--- config.mk ---
export PLATFORM = sky130hd
export DESIGN_NAME = ysyx_23060240_exec_ctrl_flat
export DESIGN_NICKNAME = d
export VERILOG_FILES = /design/src/rtl/ysyx_23060240_ctrl_pkg.sv /design/src/rtl/ysyx_23060240_exec_ctrl_if.sv /design/src/rtl/ysyx_23060240_watchdog.sv /design/src/rtl/ysyx_23060240_exec_ctrl.sv /design/src/flat_wrapper.sv
export SDC_FILE = /design/constraint.sdc
export NUM_CORES = 1
export LEC_CHECK = 0
export CAP_MARGIN = 10
export CORE_MARGIN = 4
export CORE_UTILIZATION = 54
export DETAILED_ROUTE_END_ITERATION = 12
export PLACE_DENSITY = 0.82
export SLEW_MARGIN = 20
export SYNTH_ARGS = -nofsm -noshare
export SYNTH_HDL_FRONTEND = slang
export SYNTH_SLANG_ARGS = --single-unit
--- constraint.sdc ---
create_clock -name clk -period 4.41 [get_ports clk]
set_clock_uncertainty 0.15 [all_clocks]
set_input_delay 1.323 -clock clk [delete_from_list [all_inputs] [get_ports clk]]
set_output_delay 1.323 -clock clk [all_outputs]
set_load 0.005 [all_outputs]
--- src/rtl/ysyx_23060240_ctrl_pkg.sv ---
// Shared definitions for the execution sequencer: state encoding, default
// watchdog sizing and a helper that classifies the bus-wait states.
package ysyx_23060240_ctrl_pkg;

   // HALT and ERR share S_STOP. The sticky halted/bus_err flops tell them apart,
   // which keeps every state in 3 bits.
   typedef enum logic [2:0] {
      S_IDLE    = 3'd0,
      S_IF_REQ  = 3'd1,
      S_IF_WAIT = 3'd2,
      S_EX      = 3'd3,
      S_LS_REQ  = 3'd4,
      S_LS_WAIT = 3'd5,
      S_WB      = 3'd6,
      S_STOP    = 3'd7
   } ctrl_state_e;

   localparam int TIMEOUT_W_DEF   = 8;
   localparam int TIMEOUT_MAX_DEF = 255;

   // States in which the controller waits on the IFU or the LSU. The watchdog runs only in these.
   function automatic logic is_bus_wait(input ctrl_state_e s);
      return (s == S_IF_REQ) || (s == S_IF_WAIT) || (s == S_LS_REQ) || (s == S_LS_WAIT);
   endfunction

endpackage

--- src/rtl/ysyx_23060240_exec_ctrl_if.sv ---
// Handshake and decoder bundle between the sequencer (master) and the
// IFU/LSU/decoder side (slave).
interface ysyx_23060240_exec_ctrl_if;
   logic ifu_req_valid;
   logic ifu_req_ready;
   logic ifu_rsp_valid;
   logic ifu_rsp_ready;
   logic inst_we;
   logic dec_mem_rd_en;
   logic dec_mem_wr_en;
   logic dec_w_en;
   logic dec_trap;
   logic lsu_req_valid;
   logic lsu_req_ready;
   logic lsu_rsp_valid;
   logic pc_we;
   logic rf_we;
   logic halted;
   logic bus_err;

   modport master (
      output ifu_req_valid, ifu_rsp_ready, inst_we, lsu_req_valid,
             pc_we, rf_we, halted, bus_err,
      input  ifu_req_ready, ifu_rsp_valid, dec_mem_rd_en, dec_mem_wr_en,
             dec_w_en, dec_trap, lsu_req_ready, lsu_rsp_valid
   );

   modport slave (
      input  ifu_req_valid, ifu_rsp_ready, inst_we, lsu_req_valid,
             pc_we, rf_we, halted, bus_err,
      output ifu_req_ready, ifu_rsp_valid, dec_mem_rd_en, dec_mem_wr_en,
             dec_w_en, dec_trap, lsu_req_ready, lsu_rsp_valid
   );
endinterface

--- src/rtl/ysyx_23060240_watchdog.sv ---
// Bus-wait watchdog. cnt_q holds the number of wait cycles already spent in
// the current state, so the current cycle is number cnt_q+1. expired is raised
// during the TIMEOUT_MAX-th consecutive wait cycle.
module ysyx_23060240_watchdog #(
   parameter int TIMEOUT_W   = 8,
   parameter int TIMEOUT_MAX = 255
) (
   input  logic clk,
   input  logic rst,
   input  logic clear,
   input  logic enable,
   output logic expired
);

   localparam logic [TIMEOUT_W-1:0] LAST = TIMEOUT_W'(TIMEOUT_MAX - 1);

   logic [TIMEOUT_W-1:0] cnt_q, cnt_d;

   // Count wait cycles. A state change clears the count. The count saturates at LAST.
   always_comb begin
      cnt_d = cnt_q;
      if (clear)
         cnt_d = '0;
      else if (enable && (cnt_q != LAST))
         cnt_d = cnt_q + 1'b1;
   end

   // Counter register.
   always_ff @(posedge clk or posedge rst) begin
      if (rst) cnt_q <= '0;
      else     cnt_q <= cnt_d;
   end

   assign expired = enable && (cnt_q == LAST);

endmodule

--- src/rtl/ysyx_23060240_exec_ctrl.sv ---
// Multi-cycle sequencer: fetch -> execute -> [load/store] -> writeback.
// Sole source of the PC and register-file commit strobes.
// Optional feature macro: EXEC_CTRL_PERF_CNT_EN adds the perf_cycle and
// perf_instret 64-bit counters.
module ysyx_23060240_exec_ctrl
   import ysyx_23060240_ctrl_pkg::*;
#(
   parameter int TIMEOUT_W   = TIMEOUT_W_DEF,
   parameter int TIMEOUT_MAX = TIMEOUT_MAX_DEF
) (
   input  logic        clk,
   input  logic        rst,
`ifdef EXEC_CTRL_PERF_CNT_EN
   output logic [63:0] perf_cycle,
   output logic [63:0] perf_instret,
`endif
   ysyx_23060240_exec_ctrl_if.master bus
);

   ctrl_state_e state_q, state_d;
   logic ifu_req_valid_q, ifu_req_valid_d;
   logic ifu_rsp_ready_q, ifu_rsp_ready_d;
   logic lsu_req_valid_q, lsu_req_valid_d;
   logic pc_we_q, pc_we_d;
   logic halted_q, halted_d;
   logic bus_err_q, bus_err_d;
   logic wd_expired;

   ysyx_23060240_watchdog #(
      .TIMEOUT_W   (TIMEOUT_W),
      .TIMEOUT_MAX (TIMEOUT_MAX)
   ) u_watchdog (
      .clk     (clk),
      .rst     (rst),
      .clear   (state_d != state_q),
      .enable  (is_bus_wait(state_q)),
      .expired (wd_expired)
   );

   // Next-state logic. Each Moore output is decoded from the next state so it is registered.
   // A completed handshake is checked before the timeout, so it wins in the expiry cycle.
   always_comb begin
      state_d   = state_q;
      halted_d  = halted_q;
      bus_err_d = bus_err_q;
      case (state_q)
         S_IDLE:    state_d = S_IF_REQ;
         S_IF_REQ:
            if (bus.ifu_req_ready) state_d = S_IF_WAIT;
            else if (wd_expired) begin
               state_d   = S_STOP;
               bus_err_d = 1'b1;
            end
         S_IF_WAIT:
            if (bus.ifu_rsp_valid) state_d = S_EX;
            else if (wd_expired) begin
               state_d   = S_STOP;
               bus_err_d = 1'b1;
            end
         S_EX:
            if (bus.dec_trap) begin
               state_d  = S_STOP;
               halted_d = 1'b1;
            end
            else if (bus.dec_mem_rd_en || bus.dec_mem_wr_en) state_d = S_LS_REQ;
            else state_d = S_WB;
         S_LS_REQ:
            if (bus.lsu_req_ready) state_d = S_LS_WAIT;
            else if (wd_expired) begin
               state_d   = S_STOP;
               bus_err_d = 1'b1;
            end
         S_LS_WAIT:
            if (bus.lsu_rsp_valid) state_d = S_WB;
            else if (wd_expired) begin
               state_d   = S_STOP;
               bus_err_d = 1'b1;
            end
         S_WB:      state_d = S_IF_REQ;
         default:   state_d = S_STOP;
      endcase
      ifu_req_valid_d = (state_d == S_IF_REQ);
      ifu_rsp_ready_d = (state_d == S_IF_WAIT);
      lsu_req_valid_d = (state_d == S_LS_REQ);
      pc_we_d         = (state_d == S_WB);
   end

   // FSM state and registered outputs. Reset is asynchronous.
   always_ff @(posedge clk or posedge rst) begin
      if (rst) begin
         state_q         <= S_IDLE;
         ifu_req_valid_q <= 1'b0;
         ifu_rsp_ready_q <= 1'b0;
         lsu_req_valid_q <= 1'b0;
         pc_we_q         <= 1'b0;
         halted_q        <= 1'b0;
         bus_err_q       <= 1'b0;
      end
      else begin
         state_q         <= state_d;
         ifu_req_valid_q <= ifu_req_valid_d;
         ifu_rsp_ready_q <= ifu_rsp_ready_d;
         lsu_req_valid_q <= lsu_req_valid_d;
         pc_we_q         <= pc_we_d;
         halted_q        <= halted_d;
         bus_err_q       <= bus_err_d;
      end
   end

   // inst_we and rf_we gate a registered state strobe with a live input.
   // This lets them fire in the same cycle as the response or the WB decode.
   assign bus.ifu_req_valid = ifu_req_valid_q;
   assign bus.ifu_rsp_ready = ifu_rsp_ready_q;
   assign bus.inst_we       = ifu_rsp_ready_q & bus.ifu_rsp_valid;
   assign bus.lsu_req_valid = lsu_req_valid_q;
   assign bus.pc_we         = pc_we_q;
   assign bus.rf_we         = pc_we_q & bus.dec_w_en;
   assign bus.halted        = halted_q;
   assign bus.bus_err       = bus_err_q;

`ifdef EXEC_CTRL_PERF_CNT_EN
   logic [63:0] perf_cycle_q, perf_cycle_d;
   logic [63:0] perf_instret_q, perf_instret_d;

   // Cycle count covers every live state. Instret counts commit pulses.
   always_comb begin
      perf_cycle_d   = perf_cycle_q;
      perf_instret_d = perf_instret_q;
      if ((state_q != S_IDLE) && (state_q != S_STOP)) perf_cycle_d = perf_cycle_q + 64'd1;
      if (pc_we_q) perf_instret_d = perf_instret_q + 64'd1;
   end

   // Performance counter registers.
   always_ff @(posedge clk or posedge rst) begin
      if (rst) begin
         perf_cycle_q   <= '0;
         perf_instret_q <= '0;
      end
      else begin
         perf_cycle_q   <= perf_cycle_d;
         perf_instret_q <= perf_instret_d;
      end
   end

   assign perf_cycle   = perf_cycle_q;
   assign perf_instret = perf_instret_q;
`endif

endmodule

--- src/flat_wrapper.sv ---
// flat-port wrapper written by rule: the top's interface ports become plain ports
module ysyx_23060240_exec_ctrl_flat import ysyx_23060240_ctrl_pkg::*;
#(
   parameter int TIMEOUT_W   = TIMEOUT_W_DEF,
   parameter int TIMEOUT_MAX = TIMEOUT_MAX_DEF
)
  (clk, rst, bus_ifu_req_valid, bus_ifu_rsp_ready, bus_inst_we, bus_lsu_req_valid, bus_pc_we, bus_rf_we, bus_halted, bus_bus_err, bus_ifu_req_ready, bus_ifu_rsp_valid, bus_dec_mem_rd_en, bus_dec_mem_wr_en, bus_dec_w_en, bus_dec_trap, bus_lsu_req_ready, bus_lsu_rsp_valid);
  ysyx_23060240_exec_ctrl_if bus_i ();
  input  logic clk;
  input  logic rst;
  output wire logic [$bits(bus_i.ifu_req_valid)-1:0] bus_ifu_req_valid;
  output wire logic [$bits(bus_i.ifu_rsp_ready)-1:0] bus_ifu_rsp_ready;
  output wire logic [$bits(bus_i.inst_we)-1:0] bus_inst_we;
  output wire logic [$bits(bus_i.lsu_req_valid)-1:0] bus_lsu_req_valid;
  output wire logic [$bits(bus_i.pc_we)-1:0] bus_pc_we;
  output wire logic [$bits(bus_i.rf_we)-1:0] bus_rf_we;
  output wire logic [$bits(bus_i.halted)-1:0] bus_halted;
  output wire logic [$bits(bus_i.bus_err)-1:0] bus_bus_err;
  input wire logic [$bits(bus_i.ifu_req_ready)-1:0] bus_ifu_req_ready;
  input wire logic [$bits(bus_i.ifu_rsp_valid)-1:0] bus_ifu_rsp_valid;
  input wire logic [$bits(bus_i.dec_mem_rd_en)-1:0] bus_dec_mem_rd_en;
  input wire logic [$bits(bus_i.dec_mem_wr_en)-1:0] bus_dec_mem_wr_en;
  input wire logic [$bits(bus_i.dec_w_en)-1:0] bus_dec_w_en;
  input wire logic [$bits(bus_i.dec_trap)-1:0] bus_dec_trap;
  input wire logic [$bits(bus_i.lsu_req_ready)-1:0] bus_lsu_req_ready;
  input wire logic [$bits(bus_i.lsu_rsp_valid)-1:0] bus_lsu_rsp_valid;
  assign bus_ifu_req_valid = bus_i.ifu_req_valid;
  assign bus_ifu_rsp_ready = bus_i.ifu_rsp_ready;
  assign bus_inst_we = bus_i.inst_we;
  assign bus_lsu_req_valid = bus_i.lsu_req_valid;
  assign bus_pc_we = bus_i.pc_we;
  assign bus_rf_we = bus_i.rf_we;
  assign bus_halted = bus_i.halted;
  assign bus_bus_err = bus_i.bus_err;
  assign bus_i.ifu_req_ready = bus_ifu_req_ready;
  assign bus_i.ifu_rsp_valid = bus_ifu_rsp_valid;
  assign bus_i.dec_mem_rd_en = bus_dec_mem_rd_en;
  assign bus_i.dec_mem_wr_en = bus_dec_mem_wr_en;
  assign bus_i.dec_w_en = bus_dec_w_en;
  assign bus_i.dec_trap = bus_dec_trap;
  assign bus_i.lsu_req_ready = bus_lsu_req_ready;
  assign bus_i.lsu_rsp_valid = bus_lsu_rsp_valid;
  ysyx_23060240_exec_ctrl #(.TIMEOUT_W(TIMEOUT_W), .TIMEOUT_MAX(TIMEOUT_MAX)) u_core (.clk(clk), .rst(rst), .bus(bus_i));
endmodule
=== Word-level counts from Yosys, hierarchy flattened ===
Index checks and enable logic that the tools add are counted.

* Flip-flop bits (word level): 17
* Output and inout bits: 8
* Word-level logic and storage cells: 56

* $add $sub $neg: 1
* Equal/unequal tests: 17
* Multiplexer cells: 16
* Bitwise gates (word level): 2
* Reductions and logical operators: 12

{| class="wikitable"
|+ Operators with widths
! operator !! count
|-
| $mux 3 || 6
|-
| $pmux 3 s6 || 1
|-
| $mux 8 || 2
|-
| $eq 3x3->1 const B || 5
|-
| $eq 3x2->1 const B || 3
|-
| $add 8x1->8 const B || 1
|-
| $eq 8x8->1 const B || 1
|-
| $ne 2x2->1 const B || 4
|-
| $ne 8x8->1 const B || 1
|-
| $eq 3x1->1 const B || 2
|-
| $mux 1 || 5
|-
| $reduce_and 5->1 || 1
|-
| $logic_or 1x1->1 || 4
|-
| $pmux 1 s4 || 1
|-
| $reduce_bool 4->1 || 1
|-
| $logic_not 3->1 || 1
|-
| $ne 3x3->1 || 1
|-
| $and 1x1->1 || 2
|-
| $logic_and 1x1->1 || 2
|-
| $mux 2 || 1
|-
| $reduce_and 2->1 || 1
|-
| $reduce_bool 2->1 || 1
|-
| $reduce_or 2->1 || 1
|}

=== Depth between registers and ports, before layout ===
Gate-level depths: netlist (run 1).

* Word-level depth: 10
* Depth in mapped cells: 7
* Mapped depth without buffers: 7

=== Cells and area by module ===
From an unflattened synthesis (run 1), not the netlist that was laid out.

* Cell total of the unflattened synthesis: 116
* Area total of the unflattened synthesis: 1,131.1 µm²

{| class="wikitable"
|+ By module, submodules not included
! module !! times used !! cells an instance !! area an instance (µm²)
|-
| ysyx_23060240_exec_ctrl || 1 || 66 || 624.3
|-
| ysyx_23060240_watchdog || 1 || 50 || 506.7
|}

=== Worst setup path before layout (run 1) ===
OpenSTA, ideal clock, no wires.

* Path type: input to output
* From: in bus_ifu_rsp_valid
* To: out bus_inst_we
* Arrival: 1.448 ns
* Slack: 1.489 ns
* Cell stages on the path: 1
* Cells stage by stage: and2_1

* Word-level cells in the longest chain between the ends: 1

{| class="wikitable"
|+ RTL lines
! element !! RTL line !! RTL
|-
| from (decl) || flat_wrapper.sv:20 || <nowiki>input wire logic [$bits(bus_i.ifu_rsp_valid)-1:0] bus_ifu_rsp_valid;</nowiki>
|-
| $and 1x1->1 || ysyx_23060240_exec_ctrl.sv:114 || <nowiki>assign bus.inst_we = ifu_rsp_ready_q & bus.ifu_rsp_valid;</nowiki>
|-
| to (decl) || flat_wrapper.sv:13 || <nowiki>output wire logic [$bits(bus_i.inst_we)-1:0] bus_inst_we;</nowiki>
|}

No other way between the ends.

=== Worst setup path after layout (run 1) ===
Ends and elaborated chain as after synthesis.

==> reports/metrics.cfg, run 1 <==
[critical_path]
worstPathArrival_ps = 2460
cp_slowest_stage_delay_ps = 510
crit-reg2reg-launch = u_core.u_watchdog.cnt_q[0]
rr_worst_depth = 7
crit_top_cell = clkdlybuf4s50_1
end_kind = output pin
r2r_setup_slack_ps = 2110
path_buf_inv = 2
cp_max_fo = 4
cpMaxStageDelayCell = clkdlybuf4s50_1
cp_top_family = buffers and inverters
required_ps = 2940
worst_r2r_endpoint = u_core.u_watchdog.cnt_q[1]
critical_path_class = in -> out
path_cells = clkdlybuf4s50_1, and2_1, clkdlybuf4s50_1
startpoint_type = input pin

[global_routing]
overflow = 0
grt_pass1_wl_um = 3460
antenna_found_initial = 0
grt_use_total_pct = 18.1
grt_max_degree = 18
first_global_vias = 755

[drt]
drtIter0Drc = 21
wl_met1_um = 908
dr_wl_met2_um = 985
top_layer_used = met4
vias = 823
ant_nets = 0
wire_per_inst_um = 14.0
dr_wl_met3_um = 91
drcViolationCount = 0
dr.pass1.iters = 4
wl_um = 2050
routed_via_density = 5.64

[synthesis]
ys_warn_count = 0
avgSynthCellArea_um2 = 9.69
ys_types = 36
ys_seq_area_share_pct = 42.6
syn_nets = 115
synth_area_um2 = 998
postSynthRegisterBits = 17
syn_inst = 103

[placement]
gp_congestion = 0.848
dpl-instance-area_um2 = 1180
dp_hpwl_um = 1550
io_buffers = 17

[floorplan]
die_y_um = 51
dieArea_um2 = 2600
core_area_um2 = 1750
initial_core_util_pct = 57.2
die_x_um = 51
fp-row-count = 15
io_pins = 18

[power_and_ir_drop]
leakage_uw = 0.000493
max-vdd-ir-drop_uv = 360
power.density_nw_per_um2 = 524

[run]
drv_cap = 0

[clock_network]
clock_latency_ps = 290
cts_tree = built
cts_setup_buffers = 0
numCtsBuffers = 3
htreeDepth = 1
clockBufferDepth = 2
cts-resized-gates = 0
clock_sinks = 17
cts.clk_slew.worst_paths_ps = 80
holdBufCountCts = 0
root_buffer = clkbuf_4

[timing]
maxSlewHeadroom_pct = 45.6
timing.final.crit_share_pct = 89.2
finalSetupViolations = 0
worstMarginPinSlew_ps = 817
tns_ps = 0
rsz0062_at_grt = no
hold_viol = 0
post-route-min-period_ps = 3930
maxSlewViolCount = 0
maxClockFrequency_mhz = 254

[hold_path]
min_from = u_core.bus.bus_err
hold_path_class = reg -> reg
hold_depth = 1
whs_endpoint = u_core.bus.bus_err

[cells_and_area]
n_antenna_cell = 0
final_cell_area_um2 = 1200
syn2layout_area_growth_pct = 20.7
final_net_count = 134
layout-drive-gt1-share_pct = 8.26

[run_status]
status = finished clean

worst register-to-register path, stage by stage (launching register included):
cell	delay (ps)
dfrtp_1	410
inv_1	70
ha_1	200
and3_4	200
and2_1	200
a2bb2o_1	290
a221o_2	400
a2111oi_4	300
cell type report:
class	instances	area, µm²
Clock buffer	4	26.3
Fill cell	148	541
Inverter	4	15.0
Multi-Input combinational cell	79	537
Sequential cell	17	425
Tap cell	25	31.3
Timing Repair Buffer	17	170
report_power, final:
part	internal (µW)	switching [µW]
Clock	35.3	45.8
Sequential	189	52.2
Combinational	143	166
through the flow:
stage          hold slack, ps  std cells  total power, µW  util [%]  setup slack [ps]
2_1_floorplan             301        103              465         -              1490
3_3_place_gp              297        142              542      67.5               503
6_report                  319        146              631      69.0               478
3_5_place_dp              305        142              552      67.5               485
5_1_grt                   359        146              678      69.0               447
4_1_cts                   326        146              634      69.0               485
worst max-delay path by stage:
stage	from	to	slack, ps	cells after the start
floorplan	bus_ifu_rsp_valid	bus_inst_we	1490	1
global placement	bus_ifu_rsp_valid	bus_inst_we	500	3
detailed placement	bus_ifu_rsp_valid	bus_inst_we	490	3
CTS	bus_ifu_rsp_valid	bus_inst_we	490	3
global route	bus_ifu_rsp_valid	bus_inst_we	450	3
finish	bus_ifu_rsp_valid	bus_inst_we	480	3
flip-flops by register name, indices dropped and copies added, names as in the netlist:
register and count:
u_core.bus.bus_err 1, u_core.bus.ifu_req_valid 1, u_core.bus.halted 1, u_core.bus.pc_we 1
u_core.u_watchdog.cnt_q 8, u_core.bus.lsu_req_valid 1, u_core.bus.ifu_rsp_ready 1, u_core.state_q 3
routing by layer:
metal,up-vias,track usage [%]
li1,409,-
met1,388,23.2
met2,20,27.7
met3,6,3.21
met4,0,12.1
met5,-,0
cell usage after synthesis:
| master | count | area [µm²] |
|---|---|---|
| a2111oi_4 | 1 | 27.5 |
| a211o_1 | 1 | 8.76 |
| a211oi_2 | 1 | 12.5 |
| a21o_1 | 1 | 7.51 |
| a21oi_1 | 4 | 20.0 |
| a221o_2 | 1 | 11.3 |
| a22oi_1 | 1 | 7.51 |
| a2bb2o_1 | 1 | 10.0 |
| a41o_1 | 1 | 10.0 |
| and2_1 | 3 | 18.8 |
| and3_1 | 1 | 6.26 |
| and3_4 | 1 | 11.3 |
| and4_4 | 1 | 11.3 |
| buf_2 | 2 | 10.0 |
| buf_6 | 1 | 11.3 |
| dfrtp_1 | 17 | 425 |
| ha_1 | 2 | 25.0 |
| inv_1 | 4 | 15.0 |
| mux2_4 | 1 | 15.0 |
| nand2_1 | 6 | 22.5 |
| nand2b_1 | 5 | 31.3 |
| nand3_1 | 5 | 25.0 |
| nand4_1 | 2 | 12.5 |
| nor2_1 | 9 | 33.8 |
| nor2b_1 | 3 | 18.8 |
| nor3_1 | 9 | 45.0 |
| nor4_1 | 1 | 6.26 |
| o211ai_1 | 2 | 15.0 |
| o21a_4 | 1 | 15.0 |
| o21ai_0 | 5 | 25.0 |
| o221ai_1 | 1 | 8.76 |
| o311ai_0 | 1 | 8.76 |
| o31ai_1 | 1 | 7.51 |
| or3_1 | 1 | 6.26 |
| xnor2_1 | 1 | 8.76 |
| xor2_1 | 5 | 43.8 |
cell families after synthesis:
group,after synthesis,share of synthesized area (%)
buffers and inverters,7,3.63
flip-flops,17,42.6
multiplexers,1,1.50
adder cells (fa/ha/maj),2,2.51
AO/OA/AOI/OAI,23,19.5
AND/OR/NAND/NOR,47,24.9
XOR/XNOR,6,5.26
layout by cell type (no fill, tap or decap):
cell / n
a2111oi_4: 1
a211o_1: 1
a211oi_2: 1
a21o_1: 1
a21oi_1: 4
a221o_2: 1
a22oi_1: 1
a2bb2o_1: 1
a41o_1: 1
and2_1: 3
and3_1: 1
and3_4: 1
and4_4: 1
clkbuf_1: 1
clkbuf_4: 3
clkdlybuf4s50_1: 17
dfrtp_1: 17
ha_1: 2
inv_1: 4
mux2_4: 1
nand2_1: 6
nand2b_1: 5
nand3_1: 5
nand4_1: 2
nor2_1: 9
nor2b_1: 3
nor3_1: 9
nor4_1: 1
o211ai_1: 2
o21a_4: 1
o21ai_0: 5
o221ai_1: 1
o311ai_0: 1
o31ai_1: 1
or3_1: 1
xnor2_1: 1
xor2_1: 5
Power figures use the tool's default switching activity.
==> inputs of run 2 (changes only) <==
--- a/config.mk
+++ b/config.mk
@@ -5,7 +5,7 @@
 export SDC_FILE = /design/constraint.sdc
 export NUM_CORES = 1
 export LEC_CHECK = 0
-export CAP_MARGIN = 10
+export CAP_MARGIN = 20
 export CORE_MARGIN = 4
 export CORE_UTILIZATION = 54
 export DETAILED_ROUTE_END_ITERATION = 12
==> results of run 2 <==
The final DEF is identical to that of run 1; final timing and power are the same.
